$ cat src/rtl/gpio_pattern_sequencer.sv
// GPIO pattern sequencer: a small config slave holds an 8-entry pattern table.
// On START the block replays TABLE[0..LENGTH] to a PIO slave through its
// master port, one write every PERIOD+1 cycles, once or in a loop.
module gpio_pattern_sequencer #(
  parameter int DATA_WIDTH = 12,
  parameter int DEPTH      = 8
) (
  input  logic        clk,
  input  logic        reset_n,
  input  logic [3:0]  address,
  input  logic        chipselect,
  input  logic        write_n,
  input  logic [31:0] writedata,
  output logic [31:0] readdata,
  output logic [1:0]  m_address,
  output logic        m_chipselect,
  output logic        m_write_n,
  output logic [31:0] m_writedata,
  output logic        irq
);

  typedef enum logic [1:0] {
    ST_IDLE  = 2'd0,
    ST_WRITE = 2'd1,
    ST_WAIT  = 2'd2
  } state_t;

  state_t                state_q, state_d;
  logic [2:0]            index_q, index_d;
  logic [15:0]           count_q, count_d;
  logic                  done_q, done_d;
  logic [15:0]           period_q;
  logic [2:0]            length_q;
  logic                  loop_q;
  logic [DATA_WIDTH-1:0] pat_q [DEPTH];
  logic [DEPTH-1:0]      pat_we;

  logic wr_en, ctrl_wr, status_wr, start_req, stop_req, busy, advance;

  // Upper write-data bits have no destination in this register map.
  logic unused_bits;
  assign unused_bits = &{1'b0, writedata[31:16]};

  assign wr_en     = chipselect & ~write_n;
  assign ctrl_wr   = wr_en && (address == 4'd0);
  assign status_wr = wr_en && (address == 4'd3);
  assign start_req = ctrl_wr & writedata[0];
  assign stop_req  = ctrl_wr & writedata[2];
  assign busy      = (state_q != ST_IDLE);

  // Per-entry write enables for the pattern table (addresses 8..15).
  generate
    for (genvar gi = 0; gi < DEPTH; gi++) begin : g_pat_we
      assign pat_we[gi] = wr_en && (address == 4'(8 + gi));
    end
  endgenerate

  // Pattern table storage; cleared by reset so a fresh start replays zeros.
  always_ff @(posedge clk or negedge reset_n) begin
    if (!reset_n) begin
      for (int i = 0; i < DEPTH; i++) pat_q[i] <= '0;
    end else begin
      for (int i = 0; i < DEPTH; i++)
        if (pat_we[i]) pat_q[i] <= writedata[DATA_WIDTH-1:0];
    end
  end

  // Configuration registers PERIOD, LENGTH and the stored LOOP flag.
  always_ff @(posedge clk or negedge reset_n) begin
    if (!reset_n) begin
      period_q <= '0;
      length_q <= '0;
      loop_q   <= 1'b0;
    end else begin
      if (wr_en && address == 4'd1) period_q <= writedata[15:0];
      if (wr_en && address == 4'd2) length_q <= writedata[2:0];
      if (ctrl_wr)                  loop_q   <= writedata[1];
    end
  end

  // Sequencer state register.
  always_ff @(posedge clk or negedge reset_n) begin
    if (!reset_n) begin
      state_q <= ST_IDLE;
      index_q <= '0;
      count_q <= '0;
      done_q  <= 1'b0;
    end else begin
      state_q <= state_d;
      index_q <= index_d;
      count_q <= count_d;
      done_q  <= done_d;
    end
  end

  // Next-state logic: WRITE lasts one cycle, WAIT burns PERIOD cycles, then
  // advance to the next entry, wrap, or finish. STOP overrides everything.
  always_comb begin
    state_d = state_q;
    index_d = index_q;
    count_d = count_q;
    done_d  = done_q;
    advance = 1'b0;

    if (status_wr) done_d = 1'b0;

    case (state_q)
      ST_IDLE: begin
        if (start_req) begin
          index_d = '0;
          done_d  = 1'b0;
          state_d = ST_WRITE;
        end
      end
      ST_WRITE: begin
        if (period_q == 16'd0) begin
          advance = 1'b1;
        end else begin
          count_d = period_q;
          state_d = ST_WAIT;
        end
      end
      ST_WAIT: begin
        if (count_q <= 16'd1) advance = 1'b1;
        else                  count_d = count_q - 16'd1;
      end
      default: state_d = ST_IDLE;
    endcase

    // index >= LENGTH also covers LENGTH being lowered mid-run.
    if (advance) begin
      if (index_q < length_q) begin
        index_d = index_q + 3'd1;
        state_d = ST_WRITE;
      end else if (loop_q) begin
        index_d = '0;
        state_d = ST_WRITE;
      end else begin
        done_d  = 1'b1;
        state_d = ST_IDLE;
      end
    end

    // STOP leaves index and DONE as they were (apart from a STATUS clear).
    if (stop_req) begin
      state_d = ST_IDLE;
      index_d = index_q;
      done_d  = status_wr ? 1'b0 : done_q;
    end
  end

  // Master port: a single-cycle write strobe whenever the FSM is in WRITE.
  always_comb begin
    m_address    = 2'b00;
    m_chipselect = (state_q == ST_WRITE);
    m_write_n    = ~(state_q == ST_WRITE);
    m_writedata  = '0;
    if (state_q == ST_WRITE) m_writedata[DATA_WIDTH-1:0] = pat_q[index_q];
  end

  assign irq = done_q;

  // Config read mux, combinational from address.
  always_comb begin
    readdata = '0;
    case (address)
      4'd0: readdata = {29'b0, done_q, loop_q, busy};
      4'd1: readdata = {16'b0, period_q};
      4'd2: readdata = {29'b0, length_q};
      4'd3: readdata = {28'b0, done_q, index_q};
      default: begin
        if (address[3]) readdata[DATA_WIDTH-1:0] = pat_q[address[2:0]];
      end
    endcase
  end

endmodule

$ cat config.mk
export PLATFORM = sky130hd
export DESIGN_NAME = gpio_pattern_sequencer
export DESIGN_NICKNAME = d
export VERILOG_FILES = /design/src/rtl/gpio_pattern_sequencer.sv
export SDC_FILE = /design/constraint.sdc
export NUM_CORES = 1
export LEC_CHECK = 0
export BUFFER_PORTS_ARGS = -buffer_cell sky130_fd_sc_hd__buf_4
export CAP_MARGIN = 15
export CORE_ASPECT_RATIO = 2
export CORE_UTILIZATION = 50
export CTS_BUF_LIST = sky130_fd_sc_hd__clkbuf_4 sky130_fd_sc_hd__clkbuf_8
export DETAILED_ROUTE_END_ITERATION = 16
export PLACE_DENSITY = 0.71
export RECOVER_POWER = 25
export SYNTH_ARGS = -nofsm -noshare
export SYNTH_HDL_FRONTEND = slang
export SYNTH_SLANG_ARGS = --single-unit
$ cat constraint.sdc
create_clock -name clk -period 2.8 [get_ports clk]
set_input_delay 0.14 -clock clk [delete_from_list [all_inputs] [get_ports clk]]
set_output_delay 0.14 -clock clk [all_outputs]
set_load 0.005 [all_outputs]
; Word-level counts from Yosys, hierarchy flattened
; Cells that the tools add are included.
[op_classes]
n_addsub = 2
magnitude_cmp = 4
eq_ne = 18
mux = 35
bitwise_logic = 7
reduce_logical = 19
[ops]
columns = operator, n
row1 = 12-bit binary-select mux with 3-bit select, 2
row2 = 12-bit two-way mux, 6
row3 = 12-bit one-hot mux with 4 select lines, 1
row4 = "4-bit equality test, second input constant", 8
row5 = 16-bit two-way mux, 2
row6 = 16-bit one-hot mux with 2 select lines, 1
row7 = "16-bit by 1-bit less-or-equal comparator with 1-bit output, second input constant", 1
row8 = 16-bit zero test, 1
row9 = "16-bit by 1-bit subtractor with 16-bit output, second input constant", 1
row10 = 3-bit two-way mux, 5
row11 = 1-bit logical AND, 12
row12 = 1-bit two-way mux, 11
row13 = "4-bit by 2-bit equality test with 1-bit output, second input constant", 2
row14 = "4-bit >= comparator, second input constant", 2
row15 = 2-bit two-way mux, 4
row16 = "4-bit != test, second input constant", 2
row17 = 3-bit NOT with 4-bit output, 2
row18 = 2-bit one-hot mux with 3 select lines, 1
row19 = 3-bit AND reduction, 2
row20 = "4-bit by 1-bit equality test with 1-bit output, second input constant", 1
row21 = 4-bit zero test, 1
row22 = 4-bit two-way mux, 1
row23 = "2-bit != test, second input constant", 2
row24 = 2-bit nonzero test, 2
row25 = 9 further kinds, 12
[word_totals]
ff_bits = 138
in_bits = 40
out_inout_bits = 69
elab_cells = 100

; Longest topological paths before layout
[depth]
ltp_word = 10
ltp_mapped = 9
mapped_depth_nobuf = 8

; Worst setup path before layout
; Ideal clock, no wire load.
[synth_path]
path_kind = flip-flop to flip-flop
from = register state_q[0]
to = register count_q[3]
setup_time_ps = 121
arrival_ps = 1814
required_time_ps = 2679
slack_ps = 865
stages_incl_launch_ff = 10
path_buffers = 2
period_less_slack_ps = 1935
path_cell_list = dfrtp_1 -> inv_1 -> ha_1 -> buf_2 -> nor2b_1 -> o2111ai_1 -> o221ai_2 -> buf_2 -> a21oi_1 -> o22a_1
[synth_via]
elab_chain_len = 3
elab_cells_between_ends = 7
cone_classes = 4 x eq/ne / 1 x mux / 2 x reduce/logical
[synth_rtl]
columns = item, line
row1 = start: declaration, 28  ; state_t state_q, state_d;
row2 = start signal: assignment, 89  ; state_q <= state_d;
row3 = 2-bit equality test or 2-bit by 1-bit equality test with 1-bit output (tied branches), 107  ; case (state_q)
row4 = 2-bit != test (no line) or 2-bit nonzero test (tied branches), n/a
row5 = 3-bit AND reduction (no line), n/a
row6 = end signal: assignment, 91  ; count_q <= count_d;
row7 = end: declaration, 30  ; logic [15:0] count_q, count_d;
; Parallel ways exist; a longest one is shown, timed or not.
; A chain may end at the register's enable or synchronous reset.

; Worst setup path after layout
[layout_path]
from = input address[3]
to = output readdata[1]
[layout_via]
elab_chain_len = 2
elab_cells_between_ends = 6
cone_classes = 3 x eq/ne / 2 x mux / 1 x reduce/logical
[layout_rtl]
columns = item, line
row1 = start: declaration, 10  ; input logic [3:0] address,
row2 = 4-bit by 2-bit equality test with 1-bit output (tied with other cells), 166  ; case (address)
row3 = 12-bit one-hot mux with 4 select lines (*), 166
row4 = end: declaration, 14  ; output logic [31:0] readdata,
; Every way passes the cells marked *; elsewhere a longest branch is shown, timed or not.

==> reports/metrics.cfg <==
[cts]
cts_made_buffers=17
insertion_delay_ps=460
clockBufferDepth=2
cts_setup_buffers=0
cts_root_buf=clkbuf_8
cts-hold-fix-buffers=15
clkTransAtPathRegs_ps=80
tritoncts=yes
cts_max_level=4
cts-resized-gates=0
cts.sinks=138

[layout]
fill_cells=1312
fin_nets=762
fin_cells=925
drive_gt1_frac=0.374
antenna_cells=0
area_delta_synth_final_pct=12.4

[timing]
worst_pin_slew_ps=1980
setup_viol=0
finClkSkew_ps=13.2
rsz0062_at_grt=no
maxSlewViolCount=76
timing.fmax_ghz=0.402
setup-tns-final_ps=0
fin_crit_ps=2490
finalHoldViolations=0
relSlewSlack=-0.320
whs_ps=18.9
finalCritPeriodShare=0.888

[worst_setup_path]
crit_slowest_cell=nor2_1
crit_type=input pin to output pin
cp-start-kind=input pin
worst_setup_path_end_kind=output pin
crit_required_ps=2660
crit_chain=clkbuf_2 > nor2_1 > nand3b_1 > a311oi_1 > a21oi_1 > o21ai_0 > buf_4
slowest_delay_ps=600
arrival_ps=2350
crit_fanout=33

[pwr]
p_per_area_mw_per_mm2=784
peakVddDrop_mv=0.376
power.leakage_nw=3.92
finalPower_mw=7.04

[route]
via_per_inst=6.03
finalWirelength_mm=20.3
route.antenna.remaining_nets=0
dr.pass1.iters=4
post_drt_wl_per_cell_um=22.0
first_iter_violations=316
dr_total_vias=5582
drc=0

[logic_synthesis]
synth_mux_area_frac=0.312
synth_top_family_by_area=multiplexers
synth_area_leader_cell=dfrtp_1
synth-xor-area-share=0
ys_ff_latch=138
synth_cells=648
synth_top_area_share=0.433
synth-main-ff-cell=dfrtp_1
synth_fa_ha_area_frac=0.0157
post_synth_num_cell_types=52
yosys_warnings=0
synth-compound-area-share=0.0837
async_reset_ff_frac=1.00
synthSimpleGateAreaFrac=0.0879
yosys-top-cells-area=dfrtp_1, mux2_2, mux4_2
synth_edf_count=0
syn_avg_cell_area_um2=12.3
yosysSeqAreaShare=0.433
netlist_area_mm2=0.00798

[grt]
grt_pass1_vias=5886
met2_usage=0.449
grt.busiest_layer=met2
grt_pass1_wl_mm=32.2
antenna_found_initial=0
use_met1=0.296
grt_use_total=0.262
overflow=0
grtUsageMet3=0.0414
grt_max_degree=77

[place]
port_buffers=54
place_hpwl_mm=13.9
place_inst=879
gp_congestion=0.879

[worst_hold_path]
hp-class=input pin to flop

[job]
drv_cap=1

[die]
die_w_um=91.3
rows=65
start_util=0.508
io_pins=109
dieArea_mm2=0.0165
die_h_um=181
coreArea_mm2=0.0157

[run_status]
status=finished with violations
violations=max-capacitance violations, max-slew violations

-- critical path, delay by kind of cell --
| kind | cells | cell delay (ps) |
|---|---|---|
| compound gates | 3 | 810 |
| simple gates | 2 | 740 |
| buf+inv | 2 | 650 |
-- layout by cell type, fill, tap and decap left out, types with 3 or more instances in the layout --
cell type      count
clkbuf_8          18
buf_12             3
nor2b_1            7
dlygate4sd3_1     15
nand2b_1           4
o22a_1            18
mux4_2            49
clkinv_2           6
a21oi_1           19
nand3_1           20
nor3_1             6
inv_1             15
a211oi_1           3
a31oi_1            5
a22oi_1            8
buf_4             69
ha_1              10
dfrtp_1          138
and3_1             6
a41oi_1            4
nor4_4             3
o21ai_0           18
nor2_1            39
a21o_1             5
clkbuf_4           4
nand4_1            3
conb_1            38
nand2_1           30
o31ai_1            3
mux2i_1           15
mux2_2           110
-- kinds of logic after synthesis --
kind of cell	count (synthesis)
muxes	174
AOI/OAI and AO/OA	96
adders and majority gates	10
and+or+nand+nor	133
buffers and inverters	96
DFF	138
other	1
-- cell usage after synthesis, types with 2 or more instances --
cell and number:
a211oi_1 3, a21o_1 5, a21oi_1 19, a22o_1 2, a22oi_1 8, a31oi_1 5
a41oi_1 4, and3_1 6, buf_1 4, buf_2 21, buf_4 40, clkbuf_1 16
dfrtp_1 138, ha_1 10, inv_1 15, mux2_2 110, mux2i_1 15, mux4_2 49
nand2_1 30, nand2b_1 4, nand3_1 20, nand4_1 3, nor2_1 39, nor2b_1 7
nor3_1 6, nor3b_1 2, nor4_1 2, nor4_4 3, o21ai_0 18, o21ai_1 2
o22a_1 18, o31ai_1 3, or3_1 2
-- worst paths after layout --
path | to | slack [ps] | start | cells past startpoint
setup / recovery | readdata[1] | 310 | address[3] | 7
hold / removal | pat_q[25] | 20 | writedata[1] | 2
setup reg to reg | count_q[10] | 550 | state_q[1] | 8
hold reg to reg | pat_q[62] | 510 | pat_q[62] | 2
max in group asynchronous | length_q[1] | 840 | reset_n | 2
min in group asynchronous | pat_q[18] | 780 | reset_n | 2
-- registers in the layout (all words and copies together) (netlist names) --
register	count
count_q	16
index_q	3
irq	1
length_q	3
loop_q	1
pat_q	96
period_q	16
state_q	2
-- through the flow --
step	area [µm²]	util	worst slack, ps
2_1_floorplan	8120	-	865
3_5_place_dp	8490	0.541	558
3_3_place_gp	8490	0.541	624
5_1_grt	8970	0.572	157
4_1_cts	9000	0.573	372
6_report	8970	0.572	313
-- power breakdown --
group / internal [mW] / switching (mW)
Sequential: 2.47 / 0.494
Combinational: 1.37 / 1.19
Clock: 0.749 / 0.766
-- area by class of cell --
type | count | area, µm² | share of cell area
clock inverters | 9 | 75.1 | 0.00837
inverters | 15 | 56.3 | 0.00628
clock buffers | 22 | 278 | 0.0310
well taps | 201 | 251 | 0.0280
flip-flops and latches | 138 | 3450 | 0.385
repair buffers | 89 | 738 | 0.0823
multi-input cells | 451 | 4120 | 0.459
-- metal layers --
layer,up-vias,part of all wire
met3,64,0.039
li1,2462,-
met2,190,0.55
met4,0,0.052
met5,-,0
met1,2866,0.36
(Power assumes the default switching activity.)
